`config.mk`:
```
export PLATFORM = sky130hd
export DESIGN_NAME = ahb_slave_interface_flat
export DESIGN_NICKNAME = d
export VERILOG_FILES = /design/src/rtl/ahb_apb_pkg.sv /design/src/rtl/ahb_slave_interface_if.sv /design/src/rtl/ahb_addr_decoder.sv /design/src/rtl/ahb_slave_interface.sv /design/src/flat_wrapper.sv
export SDC_FILE = /design/constraint.sdc
export NUM_CORES = 1
export LEC_CHECK = 0
export CAP_MARGIN = 20
export CORE_ASPECT_RATIO = 0.7
export CORE_MARGIN = 10
export CORE_UTILIZATION = 56
export DETAILED_ROUTE_END_ITERATION = 16
export DONT_BUFFER_PORTS = 1
export PLACE_DENSITY = 0.79
export SLEW_MARGIN = 20
export SYNTH_ARGS = -nofsm -noshare
export SYNTH_HDL_FRONTEND = slang
export SYNTH_SLANG_ARGS = --single-unit
```
`constraint.sdc`:
```
create_clock -name hclk -period 1.7 [get_ports hclk]
set_input_delay 0.51 -clock hclk [delete_from_list [all_inputs] [get_ports hclk]]
set_output_delay 0.51 -clock hclk [all_outputs]
set_load 0.02 [all_outputs]
```
`src/rtl/ahb_apb_pkg.sv`:
```
// Shared AHB2APB bridge definitions: AHB transfer/response encodings, slave-interface
// FSM state type and the default peripheral address map.
package ahb_apb_pkg;

  localparam logic [1:0] HTRANS_IDLE   = 2'b00;
  localparam logic [1:0] HTRANS_BUSY   = 2'b01;
  localparam logic [1:0] HTRANS_NONSEQ = 2'b10;
  localparam logic [1:0] HTRANS_SEQ    = 2'b11;

  localparam logic [1:0] HRESP_OKAY  = 2'b00;
  localparam logic [1:0] HRESP_ERROR = 2'b01;

  typedef enum logic [1:0] {
    StOkay,
    StErr1,
    StErr2
  } slv_state_e;

  localparam logic [31:0] DEF_SLV_BASE = 32'h8000_0000;
  localparam logic [31:0] DEF_SLV_SPAN = 32'h0400_0000;

endpackage

```
`src/rtl/ahb_slave_interface_if.sv`:
```
// AHB-side bus bundle of the bridge front end: master-driven address/data/control,
// APB-controller read data/ready, and the pipelined/decoded outputs of the slave interface.
interface ahb_slave_interface_if #(
  parameter int unsigned ADDR_W  = 32,
  parameter int unsigned DATA_W  = 32,
  parameter int unsigned NUM_SLV = 3
);
  logic              hwrite;
  logic              hready_in;
  logic [1:0]        htrans;
  logic [ADDR_W-1:0] haddr;
  logic [DATA_W-1:0] hwdata;
  logic [DATA_W-1:0] prdata;
  logic              pready_ctl;

  logic               valid;
  logic [ADDR_W-1:0]  haddr1;
  logic [ADDR_W-1:0]  haddr2;
  logic [DATA_W-1:0]  hwdata1;
  logic [DATA_W-1:0]  hwdata2;
  logic               hwrite_reg;
  logic               hwrite_reg1;
  logic [NUM_SLV-1:0] temp_selx;
  logic [1:0]         hresp;
  logic               hr_readyout;
  logic [DATA_W-1:0]  hrdata;

  modport master (
    output hwrite, hready_in, htrans, haddr, hwdata, prdata, pready_ctl,
    input  valid, haddr1, haddr2, hwdata1, hwdata2, hwrite_reg, hwrite_reg1,
    input  temp_selx, hresp, hr_readyout, hrdata
  );

  modport slave (
    input  hwrite, hready_in, htrans, haddr, hwdata, prdata, pready_ctl,
    output valid, haddr1, haddr2, hwdata1, hwdata2, hwrite_reg, hwrite_reg1,
    output temp_selx, hresp, hr_readyout, hrdata
  );

endinterface

```
`src/rtl/ahb_addr_decoder.sv`:
```
// Combinational peripheral decode: in_map range check and one-hot select, bounds
// evaluated one bit wider than the address so the top of the map cannot wrap.
module ahb_addr_decoder #(
  parameter int unsigned       ADDR_W   = 32,
  parameter int unsigned       NUM_SLV  = 3,
  parameter logic [ADDR_W-1:0] SLV_BASE = ahb_apb_pkg::DEF_SLV_BASE,
  parameter logic [ADDR_W-1:0] SLV_SPAN = ahb_apb_pkg::DEF_SLV_SPAN
) (
  input  logic [ADDR_W-1:0]  i_haddr,
  output logic               o_in_map,
  output logic [NUM_SLV-1:0] o_selx
);

  localparam logic [ADDR_W:0] BaseExt = {1'b0, SLV_BASE};
  localparam logic [ADDR_W:0] SpanExt = {1'b0, SLV_SPAN};
  localparam logic [ADDR_W:0] MapHi   = BaseExt + (ADDR_W+1)'(NUM_SLV) * SpanExt;

  logic [ADDR_W:0] w_addr_ext;
  assign w_addr_ext = {1'b0, i_haddr};

  assign o_in_map = (w_addr_ext >= BaseExt) && (w_addr_ext < MapHi);

  for (genvar k = 0; k < NUM_SLV; k++) begin : g_win
    localparam logic [ADDR_W:0] WinLo = BaseExt + (ADDR_W+1)'(k) * SpanExt;
    localparam logic [ADDR_W:0] WinHi = WinLo + SpanExt;
    assign o_selx[k] = (w_addr_ext >= WinLo) && (w_addr_ext < WinHi);
  end

endmodule

```
`src/rtl/ahb_slave_interface.sv`:
```
// AHB slave front end of the AHB2APB bridge: two-deep address/data pipeline, transfer
// qualification and peripheral select. Define AHB_SLV_ERROR_RESP_EN for the ERROR response FSM.
module ahb_slave_interface
  import ahb_apb_pkg::*;
#(
  parameter int unsigned       ADDR_W   = 32,
  parameter int unsigned       DATA_W   = 32,
  parameter int unsigned       NUM_SLV  = 3,
  parameter logic [ADDR_W-1:0] SLV_BASE = DEF_SLV_BASE,
  parameter logic [ADDR_W-1:0] SLV_SPAN = DEF_SLV_SPAN
) (
  input logic            hclk,
  input logic            hreset,
  ahb_slave_interface_if.slave bus
);

  logic               w_in_map;
  logic [NUM_SLV-1:0] w_selx;
  logic               w_live;

  ahb_addr_decoder #(
    .ADDR_W  (ADDR_W),
    .NUM_SLV (NUM_SLV),
    .SLV_BASE(SLV_BASE),
    .SLV_SPAN(SLV_SPAN)
  ) u_addr_decoder (
    .i_haddr (bus.haddr),
    .o_in_map(w_in_map),
    .o_selx  (w_selx)
  );

  logic [ADDR_W-1:0] r_haddr1, r_haddr2;
  logic [DATA_W-1:0] r_hwdata1, r_hwdata2;
  logic              r_hwrite1, r_hwrite2;

  always_ff @(posedge hclk) begin
    if (hreset) begin
      r_haddr1  <= '0;
      r_haddr2  <= '0;
      r_hwdata1 <= '0;
      r_hwdata2 <= '0;
      r_hwrite1 <= 1'b0;
      r_hwrite2 <= 1'b0;
    end else if (bus.hready_in) begin
      r_haddr1  <= bus.haddr;
      r_haddr2  <= r_haddr1;
      r_hwdata1 <= bus.hwdata;
      r_hwdata2 <= r_hwdata1;
      r_hwrite1 <= bus.hwrite;
      r_hwrite2 <= r_hwrite1;
    end
  end

  assign bus.haddr1      = r_haddr1;
  assign bus.haddr2      = r_haddr2;
  assign bus.hwdata1     = r_hwdata1;
  assign bus.hwdata2     = r_hwdata2;
  assign bus.hwrite_reg  = r_hwrite1;
  assign bus.hwrite_reg1 = r_hwrite2;
  assign bus.temp_selx   = w_selx;
  assign bus.hrdata      = bus.prdata;

  assign w_live = bus.hready_in & bus.htrans[1];

`ifdef AHB_SLV_ERROR_RESP_EN
  slv_state_e r_state;
  logic [1:0] r_hresp;
  logic       r_err_ready;

  // Two-cycle ERROR: first cycle stalls the master, second completes it.
  always_ff @(posedge hclk) begin
    if (hreset) begin
      r_state     <= StOkay;
      r_hresp     <= HRESP_OKAY;
      r_err_ready <= 1'b0;
    end else begin
      unique case (r_state)
        StOkay: begin
          if (w_live && !w_in_map) begin
            r_state     <= StErr1;
            r_hresp     <= HRESP_ERROR;
            r_err_ready <= 1'b0;
          end
        end
        StErr1: begin
          r_state     <= StErr2;
          r_err_ready <= 1'b1;
        end
        StErr2: begin
          r_state     <= StOkay;
          r_hresp     <= HRESP_OKAY;
          r_err_ready <= 1'b0;
        end
        default: begin
          r_state     <= StOkay;
          r_hresp     <= HRESP_OKAY;
          r_err_ready <= 1'b0;
        end
      endcase
    end
  end

  assign bus.valid       = w_live & w_in_map & (r_state == StOkay);
  assign bus.hresp       = r_hresp;
  assign bus.hr_readyout = (r_state == StOkay) ? bus.pready_ctl : r_err_ready;
`else
  assign bus.valid       = w_live & w_in_map;
  assign bus.hresp       = HRESP_OKAY;
  assign bus.hr_readyout = bus.pready_ctl;
`endif

endmodule

```
`src/flat_wrapper.sv`:
```
// flat-port wrapper written by rule: the top's interface ports become plain ports
module ahb_slave_interface_flat import ahb_apb_pkg::*;
#(
  parameter int unsigned       ADDR_W   = 32,
  parameter int unsigned       DATA_W   = 32,
  parameter int unsigned       NUM_SLV  = 3,
  parameter logic [ADDR_W-1:0] SLV_BASE = DEF_SLV_BASE,
  parameter logic [ADDR_W-1:0] SLV_SPAN = DEF_SLV_SPAN
)
  (hclk, hreset, bus_hwrite, bus_hready_in, bus_htrans, bus_haddr, bus_hwdata, bus_prdata, bus_pready_ctl, bus_valid, bus_haddr1, bus_haddr2, bus_hwdata1, bus_hwdata2, bus_hwrite_reg, bus_hwrite_reg1, bus_temp_selx, bus_hresp, bus_hr_readyout, bus_hrdata);
  ahb_slave_interface_if #(.ADDR_W(ADDR_W), .DATA_W(DATA_W), .NUM_SLV(NUM_SLV)) bus_i ();
  input logic hclk;
  input logic hreset;
  input wire logic [$bits(bus_i.hwrite)-1:0] bus_hwrite;
  input wire logic [$bits(bus_i.hready_in)-1:0] bus_hready_in;
  input wire logic [$bits(bus_i.htrans)-1:0] bus_htrans;
  input wire logic [$bits(bus_i.haddr)-1:0] bus_haddr;
  input wire logic [$bits(bus_i.hwdata)-1:0] bus_hwdata;
  input wire logic [$bits(bus_i.prdata)-1:0] bus_prdata;
  input wire logic [$bits(bus_i.pready_ctl)-1:0] bus_pready_ctl;
  output wire logic [$bits(bus_i.valid)-1:0] bus_valid;
  output wire logic [$bits(bus_i.haddr1)-1:0] bus_haddr1;
  output wire logic [$bits(bus_i.haddr2)-1:0] bus_haddr2;
  output wire logic [$bits(bus_i.hwdata1)-1:0] bus_hwdata1;
  output wire logic [$bits(bus_i.hwdata2)-1:0] bus_hwdata2;
  output wire logic [$bits(bus_i.hwrite_reg)-1:0] bus_hwrite_reg;
  output wire logic [$bits(bus_i.hwrite_reg1)-1:0] bus_hwrite_reg1;
  output wire logic [$bits(bus_i.temp_selx)-1:0] bus_temp_selx;
  output wire logic [$bits(bus_i.hresp)-1:0] bus_hresp;
  output wire logic [$bits(bus_i.hr_readyout)-1:0] bus_hr_readyout;
  output wire logic [$bits(bus_i.hrdata)-1:0] bus_hrdata;
  assign bus_i.hwrite = bus_hwrite;
  assign bus_i.hready_in = bus_hready_in;
  assign bus_i.htrans = bus_htrans;
  assign bus_i.haddr = bus_haddr;
  assign bus_i.hwdata = bus_hwdata;
  assign bus_i.prdata = bus_prdata;
  assign bus_i.pready_ctl = bus_pready_ctl;
  assign bus_valid = bus_i.valid;
  assign bus_haddr1 = bus_i.haddr1;
  assign bus_haddr2 = bus_i.haddr2;
  assign bus_hwdata1 = bus_i.hwdata1;
  assign bus_hwdata2 = bus_i.hwdata2;
  assign bus_hwrite_reg = bus_i.hwrite_reg;
  assign bus_hwrite_reg1 = bus_i.hwrite_reg1;
  assign bus_temp_selx = bus_i.temp_selx;
  assign bus_hresp = bus_i.hresp;
  assign bus_hr_readyout = bus_i.hr_readyout;
  assign bus_hrdata = bus_i.hrdata;
  ahb_slave_interface #(.ADDR_W(ADDR_W), .DATA_W(DATA_W), .NUM_SLV(NUM_SLV), .SLV_BASE(SLV_BASE), .SLV_SPAN(SLV_SPAN)) u_core (.hclk(hclk), .hreset(hreset), .bus(bus_i));
endmodule
```
==> results of run 1 <==
==> routing by layer <==
metal | share of wire [%] | global-route usage (%) | vias up
met5 | 0 | 0 | -
met4 | 1.3 | 6.73 | 0
met3 | 15 | 12.1 | 17
met2 | 48 | 26.6 | 181
met1 | 36 | 16.7 | 1366
li1 | - | - | 1410
==> cells in the mapped netlist <==
master	n	area (um^2)
a211oi_2	1	12.5
buf_2	6	30.0
buf_4	36	270
buf_6	9	101
clkbuf_1	13	48.8
conb_1	1	3.75
dfxtp_1	130	2600
mux2i_1	130	1300
nand2_1	1	3.75
nor2_1	130	488
nor3_1	1	5.00
nor3b_2	2	25.0
or4b_4	1	13.8
==> power groups by stage <==
stage               Combinational (mW)  Clock, mW  Sequential (mW)
CTS                              0.259       3.72             3.52
detailed placement               0.256          0             3.58
floorplan                        0.477          0             3.52
global placement                 0.240          0             3.58
finish                           0.255       3.66             3.51
global route                     0.289       3.87             3.53
==> kinds of logic after synthesis <==
| family | after synthesis | share of synthesized area (%) |
|---|---|---|
| compound gates | 1 | 0.255 |
| buf+inv | 64 | 9.18 |
| flops | 130 | 53.0 |
| mux | 130 | 26.5 |
| other cells | 1 | 0.0764 |
| simple gates | 135 | 10.9 |
==> cell type report <==
cell class | instances | area (um^2)
multi-input cells | 268 | 1890
clock inverters | 12 | 156
fillers | 687 | 3220
clock buffers | 20 | 447
flip-flops and latches | 130 | 2600
well taps | 120 | 150
repair buffers | 1 | 11.3
==> path summary, 6_finish.rpt <==
| check | endpoint | depth (start not counted) |
|---|---|---|
| worst max-delay path | bus_temp_selx[1] | 2 |
| worst min-delay path | u_core.bus.hwdata1[0] | 1 |
| worst max register to register | u_core.bus.haddr1[13] | 2 |
| worst min register to register | u_core.bus.hwdata2[4] | 2 |
==> through the flow <==
stage | cell area, um^2 | hold WS [ns] | setup WS, ns | util, %
final | 5260 | 0.174 | -0.307 | 62.0
after CTS | 5250 | 0.167 | -0.286 | 61.9
after detailed placement | 4640 | 0.595 | -0.287 | 54.8
after global routing | 5260 | 0.158 | -0.315 | 62.0
after global placement | 4640 | 0.595 | -0.281 | 54.8
after floorplan | 4940 | 0.583 | -0.215 | -
==> repair_timing <==
| item | 4_1_cts | 5_1_grt |
|---|---|---|
| endpoints found under the hold margin | 0 | 0 |
| resized for setup | 0 | 2 |
| setup endpoints to repair | 4 | 4 |
| pin swaps | 0 | 1 |
==> results.json, run 1 <==
{
  "row_count": 28,
  "netSwitchingPower_mw": 1.72,
  "finClkSkew_ns": 0.00806,
  "critPathKind": "in2out",
  "violations": "setup timing",
  "grt_pass1_vias": 2991,
  "diodes": 0,
  "vdd_drop_max_uv": 726,
  "p_int_mw": 5.71,
  "overflow": 0,
  "finalCriticalPeriod_ns": 2.01,
  "cts_setup_buffers": 0,
  "viasPerCell": 5.40,
  "path_delay_family": "simple AND/OR/NAND/NOR gates",
  "max_stage_delay_ns": 0.63,
  "ys_types": 13,
  "vias": 2974,
  "coreArea_um2": 8480,
  "hp-class": "in2reg",
  "drive_above_1_share_pct": 8.35,
  "stdcell_count": 551,
  "p_total_mw": 7.42,
  "outcome": "finished with violations",
  "grt_max_degree": 132,
  "dp.cells": 519,
  "fin_crit_sh_pct": 118,
  "drtPass1Iterations": 7,
  "ys_seq_elements": 130,
  "slowest_stage": "or4b_4",
  "worstHoldStart": "hreset",
  "ant_nets": 0,
  "cp.arrival_ns": 1.50,
  "wl_per_cell_um": 20.7,
  "avgSynthCellArea_um2": 10.6,
  "worst_slack_ns": -0.307,
  "dp_hpwl_um": 8190,
  "initial_core_util_pct": 57.9,
  "worstSetupEndpointType": "primary output",
  "die_x_um": 132,
  "r2r_slack_ns": 0.85,
  "root_buffer": "clkbuf_16",
  "critPathLaunch": "bus_haddr[28]",
  "yosysWarnings": 0,
  "syn_area_um2": 4910,
  "antenna_found_initial": 0,
  "synth_cells": 461,
  "r2r-start": "u_core.bus.haddr1[13]",
  "clockBufferDepth": 2,
  "power_density_nw_per_um2": 1410,
  "final.setup.tns_ns": -1.14,
  "p_comb_share_pct": 3.4,
  "io-pin-count": 272,
  "finalHoldViolations": 0,
  "power_frac_seq_pct": 47.3,
  "fmax_ghz": 0.498,
  "path_cells": "or4b_4 -> nor3b_4",
  "nNetsFinal": 521,
  "gp_congestion": 0.719,
  "h-tree-depth": 4,
  "clkTransAtPathRegs_ns": 0.06,
  "yosysSeqAreaShare_pct": 53.0,
  "rsz0062_at_grt": "yes",
  "remaining_drc_errors": 0,
  "die_area_um2": 13000,
  "grt_pass1_wl_um": 17400,
  "drv_cap": 0,
  "switching_share_pct": 23.1,
  "required_ns": 1.19,
  "areaGrowthSynthToFinish_pct": 7.12,
  "routed_wl_um": 11400,
  "worstPathBufferInverterCount": 0,
  "portBuffers": 0,
  "slew_violations": 0,
  "setup-violations-final": 4,
  "numCtsBuffers": 17,
  "cts.sinks": 130,
  "crit_path_start_kind": "input port",
  "insertion_delay_ns": 0.40,
  "clkPwrFrac_pct": 49.3,
  "drt_iter0_drc": 142,
  "crit_fanout": 4,
  "p_leak_nw": 2.37,
  "track_usage_pct": 16.8,
  "cts_tree": "done",
  "hold_buffers": 0,
  "final_cell_mix": "mux2i_1 (130), nor2_1 (130), dfxtp_1 (130)",
  "die_h_um": 98.3
}
Power figures use the tool's default switching activity.
==> inputs of run 2 (changes only) <==
--- a/config.mk
+++ b/config.mk
@@ -16,3 +16,4 @@
 export SYNTH_ARGS = -nofsm -noshare
 export SYNTH_HDL_FRONTEND = slang
 export SYNTH_SLANG_ARGS = --single-unit
+export TNS_END_PERCENT = 20
==> run 2 against run 1 <==
Compared with the run above: the flow still finishes with violations (setup timing); highest routed layer unchanged; cell count is the same; first-iteration DRC count decreased by 25%; sequential power hardly changed; non-clock buffer count unchanged; critical endpoint unchanged; clock-buffer cell count grew 3; clock skew is 0.0028 ns higher; critical path depth did not move; flip-flop and latch count unchanged; sequential share of layout area up 0.12 points.
==> results.json, run 2 (same netlist as run 1, synthesis figures left out) <==
{
  "wl_per_cell_um": 20.4,
  "final.setup.tns_ns": -0.968,
  "path_delay_family": "simple AND/OR/NAND/NOR gates",
  "r2r_cells": 2,
  "crit_path_start_kind": "input port",
  "h-tree-depth": 4,
  "row_count": 28,
  "worstSetupEndpointType": "primary output",
  "overflow": 0,
  "insertion_delay_ns": 0.40,
  "critPathKind": "in2out",
  "grt_pass1_wl_um": 17200,
  "worstPathBufferInverterCount": 0,
  "hold_buffers": 0,
  "p_leak_nw": 2.38,
  "clockBufferDepth": 2,
  "power_density_nw_per_um2": 1400,
  "fin_crit_sh_pct": 116,
  "ctsResizeCount": 0,
  "whs_ns": 0.185,
  "remaining_drc_errors": 0,
  "path_cells": "or4b_4 -> nor3b_4",
  "cts.sinks": 130,
  "rr_endpoint": "u_core.bus.hwdata1[1]",
  "final_cell_mix": "mux2i_1 (130), nor2_1 (130), dfxtp_1 (130)",
  "drive_above_1_share_pct": 8.58,
  "dp_hpwl_um": 7960,
  "dp.cells": 519,
  "outcome": "finished with violations",
  "drv_cap": 0,
  "cts_tree": "done",
  "coreArea_um2": 8480,
  "fmax_ghz": 0.509,
  "initial_core_util_pct": 57.9,
  "drtPass1Iterations": 4,
  "numCtsBuffers": 17,
  "cts_setup_buffers": 0,
  "io-pin-count": 272,
  "max_stage_delay_ns": 0.60,
  "r2r-start": "u_core.bus.hwdata1[1]",
  "worstHoldStart": "hreset",
  "drt_iter0_drc": 106,
  "worstHoldPathCells": 1,
  "worst_slack_ns": -0.265,
  "routed_wl_um": 11200,
  "vdd_drop_max_uv": 793,
  "viasPerCell": 5.28,
  "required_ns": 1.19,
  "diodes": 0,
  "slew_violations": 0,
  "gp_congestion": 0.697,
  "grt_pass1_vias": 2879,
  "die_x_um": 132,
  "grt_max_degree": 132,
  "die_h_um": 98.3,
  "die_area_um2": 13000,
  "stdcell_count": 551,
  "violations": "setup timing",
  "rsz0062_at_grt": "yes",
  "track_usage_pct": 16.6,
  "antenna_found_initial": 0,
  "min_delay_worst_endpoint": "u_core.bus.haddr2[24]",
  "portBuffers": 0,
  "cp.arrival_ns": 1.46,
  "root_buffer": "clkbuf_16",
  "nNetsFinal": 521,
  "r2r_slack_ns": 0.87,
  "finalHoldViolations": 0,
  "vias": 2907,
  "setup-violations-final": 4,
  "hp-class": "in2reg",
  "slowest_stage": "or4b_4",
  "finalCriticalPeriod_ns": 1.97,
  "clkTransAtPathRegs_ns": 0.05,
  "finClkSkew_ns": 0.0109,
  "crit_fanout": 4,
  "ant_nets": 0,
  "areaGrowthSynthToFinish_pct": 6.86
}
-- run 2: final cells by class --
cell class / count / area [um^2]
Clock inverter: 9 / 103
Fill cell: 682 / 3240
Tap cell: 120 / 150
Multi-Input combinational cell: 268 / 1880
Clock buffer: 23 / 498
Timing Repair Buffer: 1 / 7.51
Sequential cell: 130 / 2600
-- run 2: worst max-delay path by stage --
stage             startpoint                to  depth (start not counted)
2_1_floorplan  bus_haddr[29]  bus_temp_selx[0]                          2
3_3_place_gp   bus_haddr[29]  bus_temp_selx[2]                          2
3_5_place_dp   bus_haddr[29]  bus_temp_selx[1]                          2
4_1_cts        bus_haddr[29]  bus_temp_selx[1]                          2
5_1_grt        bus_haddr[29]  bus_temp_selx[1]                          2
6_report       bus_haddr[29]  bus_temp_selx[1]                          2
-- run 2: routing by layer --
metal | vias up | wire (um) | track usage, %
met5 | - | 0 | 0
met1 | 1310 | 4140 | 16.5
met4 | 0 | 183 | 7.08
li1 | 1409 | - | -
met2 | 170 | 5170 | 25.7
met3 | 18 | 1730 | 12.8
-- run 2: power breakdown --
part           internal [mW]  switching [mW]
combinational          0.163          0.0912
sequential              3.20           0.315
clock                   2.34            1.24
total                   5.70            1.65
-- run 2: through the flow --
stage,instance area (um^2),worst slack (ns),power (mW),utilization (%)
4_1_cts,5240,-0.284,7.41,61.8
6_report,5240,-0.265,7.35,61.8
5_1_grt,5240,-0.301,7.61,61.8
2_1_floorplan,4930,-0.215,4.00,-
3_5_place_dp,4640,-0.283,3.84,54.8
3_3_place_gp,4640,-0.268,3.82,54.8
